--- src/rtl/mem_cmd_capture.sv ---
// Pushbutton synchronizer/debouncer that turns each clean press into one registered
// memory command. The command is held on a valid/ready handshake until downstream accepts it.
module mem_cmd_capture #(
  parameter int unsigned DATA_WIDTH      = 4,
  parameter int unsigned ADDR_WIDTH      = 4,
  parameter int unsigned DEBOUNCE_CYCLES = 250000,
  parameter int unsigned CNT_WIDTH       = 18
) (
  input  logic                  clk,
  input  logic                  reset,
  input  logic                  buttonIn,
  input  logic                  portSwitch,
  input  logic                  rwSwitch,
  input  logic [ADDR_WIDTH-1:0] addrSwitches,
  input  logic [DATA_WIDTH-1:0] dataSwitches,
  input  logic                  cmdReady,
  output logic                  cmdValid,
  output logic                  cmdPort,
  output logic                  cmdWrite,
  output logic [ADDR_WIDTH-1:0] cmdAddr,
  output logic [DATA_WIDTH-1:0] cmdData,
  output logic [3:0]            dropCount
);

  typedef enum logic [0:0] {StIdle, StPending} state_e;

  localparam int unsigned          SwWidth = 2 + ADDR_WIDTH + DATA_WIDTH;
  localparam logic [CNT_WIDTH-1:0] CntMax  = CNT_WIDTH'(DEBOUNCE_CYCLES - 1);

  logic                  btn_sync1_q, btn_sync2_q;
  logic [SwWidth-1:0]    sw_sync1_q, sw_sync2_q;
  logic                  stable_q, stable_d;
  logic [CNT_WIDTH-1:0]  cnt_q, cnt_d;
  logic                  press;
  state_e                state_q, state_d;
  logic                  port_q, port_d;
  logic                  write_q, write_d;
  logic [ADDR_WIDTH-1:0] addr_q, addr_d;
  logic [DATA_WIDTH-1:0] data_q, data_d;
  logic [3:0]            drop_q, drop_d;

  // Debouncer: a level change is accepted only after DEBOUNCE_CYCLES consecutive differing samples.
  always_comb begin
    stable_d = stable_q;
    cnt_d    = cnt_q;
    press    = 1'b0;
    if (btn_sync2_q == stable_q) begin
      cnt_d = '0;
    end else if (cnt_q == CntMax) begin
      stable_d = btn_sync2_q;
      cnt_d    = '0;
      press    = stable_q;  // only the 1->0 transition is a press
    end else begin
      cnt_d = cnt_q + CNT_WIDTH'(1);
    end
  end

  always_comb begin
    state_d = state_q;
    port_d  = port_q;
    write_d = write_q;
    addr_d  = addr_q;
    data_d  = data_q;
    drop_d  = drop_q;
    case (state_q)
      StIdle: begin
        if (press) begin
          state_d                            = StPending;
          {port_d, write_d, addr_d, data_d} = sw_sync2_q;
        end
      end
      StPending: begin
        if (cmdReady) state_d = StIdle;
        if (press && (drop_q != 4'hF)) drop_d = drop_q + 4'd1;
      end
      default: state_d = StIdle;
    endcase
  end

  always_ff @(posedge clk or negedge reset) begin
    if (!reset) begin
      btn_sync1_q <= 1'b1;
      btn_sync2_q <= 1'b1;
      sw_sync1_q  <= '0;
      sw_sync2_q  <= '0;
      stable_q    <= 1'b1;
      cnt_q       <= '0;
      state_q     <= StIdle;
      port_q      <= 1'b0;
      write_q     <= 1'b0;
      addr_q      <= '0;
      data_q      <= '0;
      drop_q      <= '0;
    end else begin
      btn_sync1_q <= buttonIn;
      btn_sync2_q <= btn_sync1_q;
      sw_sync1_q  <= {portSwitch, rwSwitch, addrSwitches, dataSwitches};
      sw_sync2_q  <= sw_sync1_q;
      stable_q    <= stable_d;
      cnt_q       <= cnt_d;
      state_q     <= state_d;
      port_q      <= port_d;
      write_q     <= write_d;
      addr_q      <= addr_d;
      data_q      <= data_d;
      drop_q      <= drop_d;
    end
  end

  assign cmdValid  = (state_q == StPending);
  assign cmdPort   = port_q;
  assign cmdWrite  = write_q;
  assign cmdAddr   = addr_q;
  assign cmdData   = data_q;
  assign dropCount = drop_q;

endmodule

--- config.mk ---
export PLATFORM = sky130hd
export DESIGN_NAME = mem_cmd_capture
export DESIGN_NICKNAME = d
export VERILOG_FILES = /design/src/rtl/mem_cmd_capture.sv
export SDC_FILE = /design/constraint.sdc
export NUM_CORES = 1
export LEC_CHECK = 0
export CAP_MARGIN = 20
export CORE_UTILIZATION = 53
export DETAILED_ROUTE_END_ITERATION = 10
export PLACE_DENSITY = 0.8
export SYNTH_ARGS = -nofsm -noshare
export SYNTH_HDL_FRONTEND = slang
export SYNTH_SLANG_ARGS = --single-unit
--- constraint.sdc ---
create_clock -name clk -period 2.6 [get_ports clk]
set_input_delay 0.52 -clock clk [delete_from_list [all_inputs] [get_ports clk]]
set_output_delay 0.52 -clock clk [all_outputs]
set_load 0.005 [all_outputs]
==> impl_metrics.py, run 1 <==
metrics = {
    "status": {
        "outcome": "complete, no violations",
    },
    "floorplan": {
        "die_x_um": 66.3,
        "dieArea_sq_mm": 0.00440,
        "die_h_um": 66.3,
        "io_pins": 29,
        "start_util_pct": 55.2,
        "core-area_sq_mm": 0.00397,
        "rows": 23,
    },
    "critical_path": {
        "worstPathRequired_ns": 2.81,
        "worstSetupStartpointType": "flop",
        "path_buf_inv": 1,
        "reg2regPathDepth": 5,
        "worst-path-stages": 5,
        "crit_path_end_kind": "flop",
        "r2r_slack_ns": 0.25,
        "critical_path.top_delay_family": "simple AND/OR/NAND/NOR gates",
        "critPathArrivalTime_ns": 2.56,
        "r2r_start": "cnt_q[13]$_DFF_PN0_",
        "slowest_delay_ns": 0.52,
        "crit_start": "cnt_q[13]$_DFF_PN0_",
        "cp_slowest_cell": "or4b_1",
        "crit_chain": "or4b_1 > or4_1 > buf_4 > nor4_4 > mux2_2",
        "crit_type": "flop to flop",
        "crit_fanout": 5,
        "crit_end": "dropCount[1]$_DFFE_PN0P_",
        "timing.rr.end": "dropCount[1]$_DFFE_PN0P_",
    },
    "logic_synthesis": {
        "yosysTopAreaCellShare_pct": 60.5,
        "ys_ff_latch": 56,
        "synth_largest_area_cell": "dfrtp_1",
        "ys_seq_area_share_pct": 64.1,
        "synth_warnings": 0,
        "synth_cell_types": 32,
        "netlist_instances": 163,
        "ys_top_cells_by_area": "dfrtp_1 (61%), mux2_4 (6.2%), xnor2_1 (4.0%)",
        "synth_fp_nets": 179,
        "syn_area_sq_mm": 0.00219,
        "syn_avg_cell_area_sq_um": 13.4,
    },
    "clock_tree": {
        "cts_resized": 0,
        "clk_pin_slew_worst_paths_ns": 0.10,
        "root_buffer": "clkbuf_8",
        "cts_tree": "done",
        "cts_max_path_buffers": 2,
        "cts_setup_buffers": 0,
        "hold_buffers": 0,
        "clock_latency_ns": 0.31,
        "htreeDepth": 2,
        "cts_buffers": 5,
        "clock-sinks": 56,
    },
    "global_route": {
        "antenna_found_initial": 0,
        "grt_max_degree": 32,
        "grt_pass1_wl_um": 6420,
        "overflow": 0,
        "grt_usage_pct": 20.4,
        "first_global_vias": 1359,
    },
    "layout": {
        "fillers": 279,
        "diodes": 0,
        "drive_gt1_share_pct": 17.3,
        "layout_common_cells": "dfrtp_1 (53), clkdlybuf4s50_1 (27), nor2_1 (18)",
        "syn_to_final_growth_pct": 20.4,
        "final_common_cell": "dfrtp_1",
        "nNetsFinal": 217,
    },
    "power_and_ir_drop": {
        "leakage_nw": 1.16,
        "cellPowerDensity_mw_per_mm2": 542,
        "peakVddDrop_mv": 0.279,
        "power_mw": 1.43,
    },
    "routing": {
        "vias_per_cell": 5.49,
        "via_count": 1384,
        "drcViolationCount": 0,
        "totalWireLength_um": 3950,
        "final_antenna_net_count": 0,
        "drt-initial-drc-count": 71,
        "drtPass1Iterations": 4,
        "wl_per_cell_um": 15.7,
    },
    "placement": {
        "numPortBuffers": 28,
        "pre_cts_ws_ns": 0.264,
        "place_congestion": 0.890,
        "dp_hpwl_um": 2740,
    },
    "sta": {
        "period_minus_slack_ns": 2.35,
        "setup_tns_ns": 0,
        "setup_viol": 0,
        "skew_ns": 0.00539,
        "worst_pin_slew_ns": 0.418,
        "finalWorstSetupSlack_ns": 0.251,
        "hold_viol": 0,
        "rsz0062_at_grt": "false",
        "fin_crit_sh_pct": 90.4,
        "relSlewSlack_pct": 71.9,
        "hold_ws_ns": 0.0589,
        "fmax_mhz": 426,
        "slew_violations": 0,
    },
    "run": {
        "drv_cap": 0,
    },
    "hold_path": {
        "hold_path.class": "primary input to asynchronous set/reset pin",
    },
}
sequential cells by signal (all words and copies together), names as in the netlist, 4 cells and up:
signal / flops
cmdAddr: 4
cmdData: 4
cnt_q: 18
dropCount: 4
sw_sync1_q: 10
sw_sync2_q: 10
cells by family after synthesis:
logic type,Yosys count,synth area share (%)
adders and majority gates,2,1.14
buffers and inverters,9,2.28
AOI/OAI and AO/OA,10,2.74
and+or+nand+nor,58,15.6
DFF,56,64.1
xor gates and xnor gates,16,6.39
muxes,12,7.71
synthesized netlist by cell type (all sizes together):
cell type and n:
or3 5, xor2 6, dfrtp 53, nor4 7, nand4bb 1, ha 2, a21o 1, nor4b 1
and3 2, o21ai 4, or2b 1, nand4b 1, nor3 2, o31ai 1, nand4 4, or4 2
a21oi 4, nand2 5, or4b 1, dfstp 3, nor2 18, inv 6, xnor2 10, and2 1
nand3 7, mux2 12, buf 3
per-layer routing:
metal	track usage, %	up-vias	part of all wire [%]
met2	34.9	37	54
met1	24.4	708	41
met5	0	-	0
li1	-	635	-
met3	5.69	4	4.3
met4	7.18	0	1.1
cell type report:
cell class / count / area [sq um] / area share, %
flip-flops and latches: 56 / 1410 / 53.2
multi-input cells: 98 / 737 / 27.9
repair buffers: 34 / 320 / 12.1
clock buffers: 5 / 68.8 / 2.61
well taps: 50 / 62.6 / 2.37
clock inverters: 3 / 22.5 / 0.853
inverters: 6 / 22.5 / 0.853
metrics by stage:
step,utilization (%),cell area (sq um),cells
after floorplan,-,2190,163
after global placement,64.1,2550,244
after detailed placement,64.1,2550,244
after CTS,66.4,2640,252
after global routing,66.4,2640,252
final,66.4,2640,252
worst min path at each step:
stage | start | to | slack, ns | depth (start not counted)
finish | reset | dropCount[2]$_DFFE_PN0P_ | 0.06 | 1
global placement | sw_sync1_q[2]$_DFF_PN0_ | sw_sync2_q[2]$_DFF_PN0_ | 0.33 | 0
global route | reset | dropCount[2]$_DFFE_PN0P_ | 0.06 | 1
CTS | reset | dropCount[1]$_DFFE_PN0P_ | 0.06 | 1
detailed placement | sw_sync1_q[2]$_DFF_PN0_ | sw_sync2_q[2]$_DFF_PN0_ | 0.34 | 0
floorplan | reset | cmdAddr[0]$_DFFE_PN0P_ | 0.22 | 0
power breakdown:
part | leakage (nW) | switching [mW] | internal, mW
clock | 0.0485 | 0.283 | 0.193
sequential | 0.723 | 0.00942 | 0.893
combinational | 0.383 | 0.0270 | 0.0237
No activity file was read; power rests on OpenSTA's default activity.
==> run 2: changes to the inputs <==
--- a/config.mk
+++ b/config.mk
@@ -6,9 +6,9 @@
 export NUM_CORES = 1
 export LEC_CHECK = 0
 export CAP_MARGIN = 20
-export CORE_UTILIZATION = 53
+export CORE_UTILIZATION = 30
 export DETAILED_ROUTE_END_ITERATION = 10
-export PLACE_DENSITY = 0.8
+export PLACE_DENSITY = 0.52
 export SYNTH_ARGS = -nofsm -noshare
 export SYNTH_HDL_FRONTEND = slang
 export SYNTH_SLANG_ARGS = --single-unit
==> impl_metrics.py, run 2 (synthesis results as in run 1) <==
metrics = {
    "status": {
        "outcome": "complete, no violations",
    },
    "global_route": {
        "antenna_found_initial": 0,
        "grt_pass1_wl_um": 6310,
        "first_global_vias": 1295,
        "overflow": 0,
        "grt_max_degree": 34,
        "grt_usage_pct": 11.0,
    },
    "layout": {
        "syn_to_final_growth_pct": 24.1,
        "drive_gt1_share_pct": 17.7,
        "largestRegisters": "cnt_q x18, sw_sync1_q x10, sw_sync2_q x10",
        "largest_register_ff_count": 18,
        "instances_no_fill": 299,
        "diodes": 0,
        "layout_common_cells": "dfrtp_1 (53), clkdlybuf4s50_1 (27), nor2_1 (18)",
        "nNetsFinal": 218,
        "final_common_cell": "dfrtp_1",
        "final_area_sq_mm": 0.00272,
        "largest-register": "cnt_q",
    },
    "placement": {
        "placed_cells": 291,
        "numPortBuffers": 28,
        "place_congestion": 0.777,
        "place_area_sq_mm": 0.00263,
        "dp_hpwl_um": 2610,
    },
    "clock_tree": {
        "clock_latency_ns": 0.31,
        "cts_max_path_buffers": 2,
        "cts_buffers": 5,
        "hold_buffers": 0,
        "clock-sinks": 56,
        "cts_resized": 0,
        "htreeDepth": 2,
        "cts_tree": "done",
        "root_buffer": "clkbuf_8",
        "cts_setup_buffers": 0,
        "clk_pin_slew_worst_paths_ns": 0.10,
    },
    "power_and_ir_drop": {
        "cellPowerDensity_mw_per_mm2": 534,
        "peakVddDrop_mv": 0.251,
        "power_frac_seq_pct": 62.0,
        "power_mw": 1.45,
        "switching_share_pct": 23.2,
        "p_sw_mw": 0.336,
        "clkPwrFrac_pct": 34.4,
        "combinationalPowerShare_pct": 3.6,
        "leakage_nw": 1.16,
        "cellInternalPower_mw": 1.12,
    },
    "critical_path": {
        "worstPathRequired_ns": 2.81,
        "worstSetupStartpointType": "flop",
        "crit_type": "flop to flop",
        "critPathArrivalTime_ns": 2.54,
        "slowest_delay_ns": 0.51,
        "path_buf_inv": 1,
        "crit_fanout": 5,
        "crit_path_end_kind": "flop",
        "crit_chain": "or4b_1 > or4_1 > buf_4 > nor4_4 > mux2_2",
        "cp_slowest_cell": "or4b_1",
        "critical_path.top_delay_family": "simple AND/OR/NAND/NOR gates",
    },
    "sta": {
        "fin_crit_sh_pct": 89.8,
        "skew_ns": 0.00362,
        "fmax_mhz": 428,
        "relSlewSlack_pct": 54.5,
        "slew_violations": 0,
        "setup_tns_ns": 0,
        "rsz0062_at_grt": "false",
        "worst_pin_slew_ns": 0.683,
        "period_minus_slack_ns": 2.33,
        "setup_viol": 0,
        "hold_viol": 0,
    },
    "hold_path": {
        "hold_path.class": "primary input to asynchronous set/reset pin",
    },
    "routing": {
        "drtPass1Iterations": 4,
        "wl_per_cell_um": 12.3,
        "drcViolationCount": 0,
        "drt-initial-drc-count": 62,
        "totalWireLength_um": 3690,
        "final_antenna_net_count": 0,
        "vias_per_cell": 4.46,
        "via_count": 1334,
    },
    "floorplan": {
        "rows": 30,
        "core-area_sq_mm": 0.00694,
        "dieArea_sq_mm": 0.00765,
        "io_pins": 29,
        "die_h_um": 87.5,
        "start_util_pct": 31.6,
        "die_x_um": 87.5,
    },
    "run": {
        "drv_cap": 0,
    },
}
==> run 2: worst paths after layout <==
check | to | from | depth (start not counted) | slack [ns]
setup reg to reg | dropCount[1]$_DFFE_PN0P_ | cnt_q[13]$_DFF_PN0_ | 5 | 0.27
setup / recovery | dropCount[1]$_DFFE_PN0P_ | cnt_q[13]$_DFF_PN0_ | 5 | 0.27
min in group clk | sw_sync2_q[7]$_DFF_PN0_ | sw_sync1_q[7]$_DFF_PN0_ | 0 | 0.36
hold / removal | sw_sync2_q[2]$_DFF_PN0_ | reset | 1 | 0.24
max in group asynchronous | cnt_q[17]$_DFF_PN0_ | reset | 2 | 1.65
hold reg to reg | sw_sync2_q[7]$_DFF_PN0_ | sw_sync1_q[7]$_DFF_PN0_ | 0 | 0.36
==> run 2: metal layers <==
metal	routed length [um]	global-route usage, %
met1	1710	13.9
met2	1810	18.0
met3	104	3.13
met4	65	4.02
met5	0	0
==> run 2: cell type report <==
class                      instances  area, sq um
fill                             673         4220
sequential                        56         1410
multi-input combinational         98          737
timing repair buffer              35          340
tap                               96          120
clock buffer                       5         68.8
clock inverter                     3         27.5
inverter                           6         22.5
==> run 2: power by group through the flow <==
| stage | clock, mW | combinational (mW) | sequential [mW] |
|---|---|---|---|
| finish | 0.500 | 0.0519 | 0.901 |
| global route | 0.554 | 0.0600 | 0.903 |
| CTS | 0.521 | 0.0547 | 0.901 |
| detailed placement | 0 | 0.0545 | 0.918 |
| global placement | 0 | 0.0542 | 0.918 |
| floorplan | 0 | 0.0107 | 0.916 |
==> run 2: metrics by stage <==
stage | setup slack (ns) | hold WS [ns] | util (%)
floorplan | 0.357 | 0.224 | -
global placement | 0.298 | 0.332 | 37.8
detailed placement | 0.279 | 0.335 | 37.8
CTS | 0.267 | 0.259 | 39.2
global route | 0.148 | 0.289 | 39.2
finish | 0.266 | 0.238 | 39.2
==> run 3: changes to the inputs <==
--- a/config.mk
+++ b/config.mk
@@ -6,9 +6,11 @@
 export NUM_CORES = 1
 export LEC_CHECK = 0
 export CAP_MARGIN = 20
+export CORE_ASPECT_RATIO = 0.75
 export CORE_UTILIZATION = 30
 export DETAILED_ROUTE_END_ITERATION = 10
 export PLACE_DENSITY = 0.52
+export SLEW_MARGIN = 40
 export SYNTH_ARGS = -nofsm -noshare
 export SYNTH_HDL_FRONTEND = slang
 export SYNTH_SLANG_ARGS = --single-unit
==> constraint.sdc (replaced) <==
create_clock -name clk -period 2.24 [get_ports clk]
set_input_delay 0.448 -clock clk [delete_from_list [all_inputs] [get_ports clk]]
set_output_delay 0.448 -clock clk [all_outputs]
set_load 0.005 [all_outputs]
==> impl_metrics.py, run 3 (synthesis results as in run 1) <==
metrics = {
    "status": {
        "outcome": "complete, no violations",
    },
    "sta": {
        "worst_pin_slew_ns": 0.432,
        "slew_violations": 0,
        "rsz0062_at_grt": "true",
        "setup_viol": 0,
        "hold_viol": 0,
        "skew_ns": 0.00670,
        "hold_ws_ns": 0.110,
        "finalWorstSetupSlack_ns": 0.0469,
        "fin_crit_sh_pct": 97.9,
        "fmax_mhz": 456,
        "relSlewSlack_pct": 71.0,
        "period_minus_slack_ns": 2.19,
    },
    "layout": {
        "largest_register_ff_count": 18,
        "fillers": 647,
        "diodes": 0,
        "multi_input_area_sq_um": 751,
        "final_area_sq_mm": 0.00283,
        "largestRegisters": "cnt_q x18, sw_sync1_q x10, sw_sync2_q x10",
        "nNetsFinal": 226,
        "final_common_cell": "dfrtp_1",
        "syn_to_final_growth_pct": 29.2,
        "layout_common_cells": "dfrtp_1 (53), clkdlybuf4s50_1 (27), nor2_1 (18)",
        "seq_area_sq_mm": 0.00141,
        "utilization_pct": 40.9,
        "largest-register": "cnt_q",
        "drive_gt1_share_pct": 21.8,
    },
    "clock_tree": {
        "clock-sinks": 56,
        "cts_buffers": 5,
        "hold_buffers": 0,
        "cts_max_path_buffers": 2,
        "cts_tree": "done",
        "htreeDepth": 2,
        "clk_pin_slew_worst_paths_ns": 0.11,
        "root_buffer": "clkbuf_8",
        "clock_latency_ns": 0.31,
    },
    "routing": {
        "via_count": 1360,
        "wl_per_cell_um": 12.3,
        "drt-initial-drc-count": 46,
        "drtPass1Iterations": 2,
        "drcViolationCount": 0,
        "final_antenna_net_count": 0,
        "vias_per_cell": 4.40,
        "totalWireLength_um": 3810,
    },
    "placement": {
        "place_area_sq_mm": 0.00271,
        "place_congestion": 0.743,
        "numPortBuffers": 28,
        "dp_hpwl_um": 2630,
        "pre_cts_ws_ns": -0.0319,
    },
    "global_route": {
        "overflow": 0,
        "grt_max_degree": 57,
        "grt_usage_pct": 11.0,
        "first_global_vias": 1312,
        "grt_pass1_wl_um": 6410,
        "antenna_found_initial": 0,
    },
    "hold_path": {
        "hold_path.class": "primary input to asynchronous set/reset pin",
    },
    "critical_path": {
        "worstPathRequired_ns": 2.44,
        "crit_type": "flop to flop",
        "worst-path-stages": 5,
        "critical_path.top_delay_family": "simple AND/OR/NAND/NOR gates",
        "crit_chain": "or4b_1 > or4_4 > nor4_4 > buf_12 > mux2_4",
        "timing.rr.end": "cmdData[1]$_DFFE_PN0P_",
        "path_buf_inv": 1,
        "slowest_delay_ns": 0.53,
        "cp_slowest_cell": "or4b_1",
        "reg2regPathDepth": 5,
        "critPathArrivalTime_ns": 2.40,
        "r2r_start": "cnt_q[13]$_DFF_PN0_",
        "worstSetupStartpointType": "flop",
        "crit_path_end_kind": "flop",
        "r2r_slack_ns": 0.05,
        "crit_fanout": 11,
    },
    "floorplan": {
        "start_util_pct": 31.6,
        "dieArea_sq_mm": 0.00766,
        "rows": 26,
        "core-area_sq_mm": 0.00693,
        "io_pins": 29,
        "die_x_um": 101,
        "die_h_um": 76.0,
    },
    "power_and_ir_drop": {
        "cellPowerDensity_mw_per_mm2": 602,
        "peakVddDrop_mv": 0.296,
        "leakage_nw": 1.22,
    },
    "run": {
        "drv_cap": 0,
    },
}
==> run 3: how the worst max path moves through the flow <==
stage | from | to | slack (ns)
floorplan | cnt_q[13]$_DFF_PN0_ | cmdAddr[0]$_DFFE_PN0P_ | -0.003
finish | cnt_q[13]$_DFF_PN0_ | cmdData[1]$_DFFE_PN0P_ | 0.05
detailed placement | cnt_q[13]$_DFF_PN0_ | dropCount[1]$_DFFE_PN0P_ | -0.03
CTS | cnt_q[13]$_DFF_PN0_ | cmdData[3]$_DFFE_PN0P_ | 0.01
global route | cnt_q[13]$_DFF_PN0_ | cmdAddr[0]$_DFFE_PN0P_ | -0.01
global placement | cnt_q[13]$_DFF_PN0_ | dropCount[1]$_DFFE_PN0P_ | 0.02
==> run 3: routing by layer <==
metal / vias up / track usage [%] / share of wire, % / wire length, um
met5: - / 0 / 0 / 0
met2: 17 / 14.9 / 43 / 1630
met1: 677 / 16.6 / 54 / 2040
li1: 661 / - / - / -
met3: 5 / 3.30 / 2.6 / 98
met4: 0 / 3.48 / 1.1 / 42
==> run 3: area by class of cell <==
class                      count  share of cell area (%)
sequential                    56                    49.6
tap                           98                    4.33
clock inverter                 3                    1.19
inverter                       6                   0.795
multi-input combinational     98                    26.5
clock buffer                   5                    2.43
timing repair buffer          43                    15.2
==> run 3: timing repair <==
item,CTS,global route
resized for setup,2,2
endpoints found under the setup margin,2,9
pin swaps,0,1
setup buffers,0,0
==> run 3: power breakdown <==
group	internal, mW	switching [mW]	total, mW
combinational	0.0327	0.0330	0.0657
sequential	1.04	0.00926	1.05
clock	0.236	0.358	0.594
total	1.30	0.400	1.70
==> run 3: worst reg2reg max path, stage by stage (launching register included) <==
cell and delay [ns]:
dfrtp_1 0.39, or4b_1 0.53, or4_4 0.47, nor4_4 0.21
buf_12 0.19, mux2_4 0.30
==> run 3: metrics by stage <==
stage,power (mW),std cells,setup TNS [ns]
6_report,1.70,309,0
5_1_grt,1.79,309,-0.0587
4_1_cts,1.73,309,0
3_5_place_dp,1.13,301,-0.0319
3_3_place_gp,1.13,301,0
2_1_floorplan,1.08,163,-0.0277
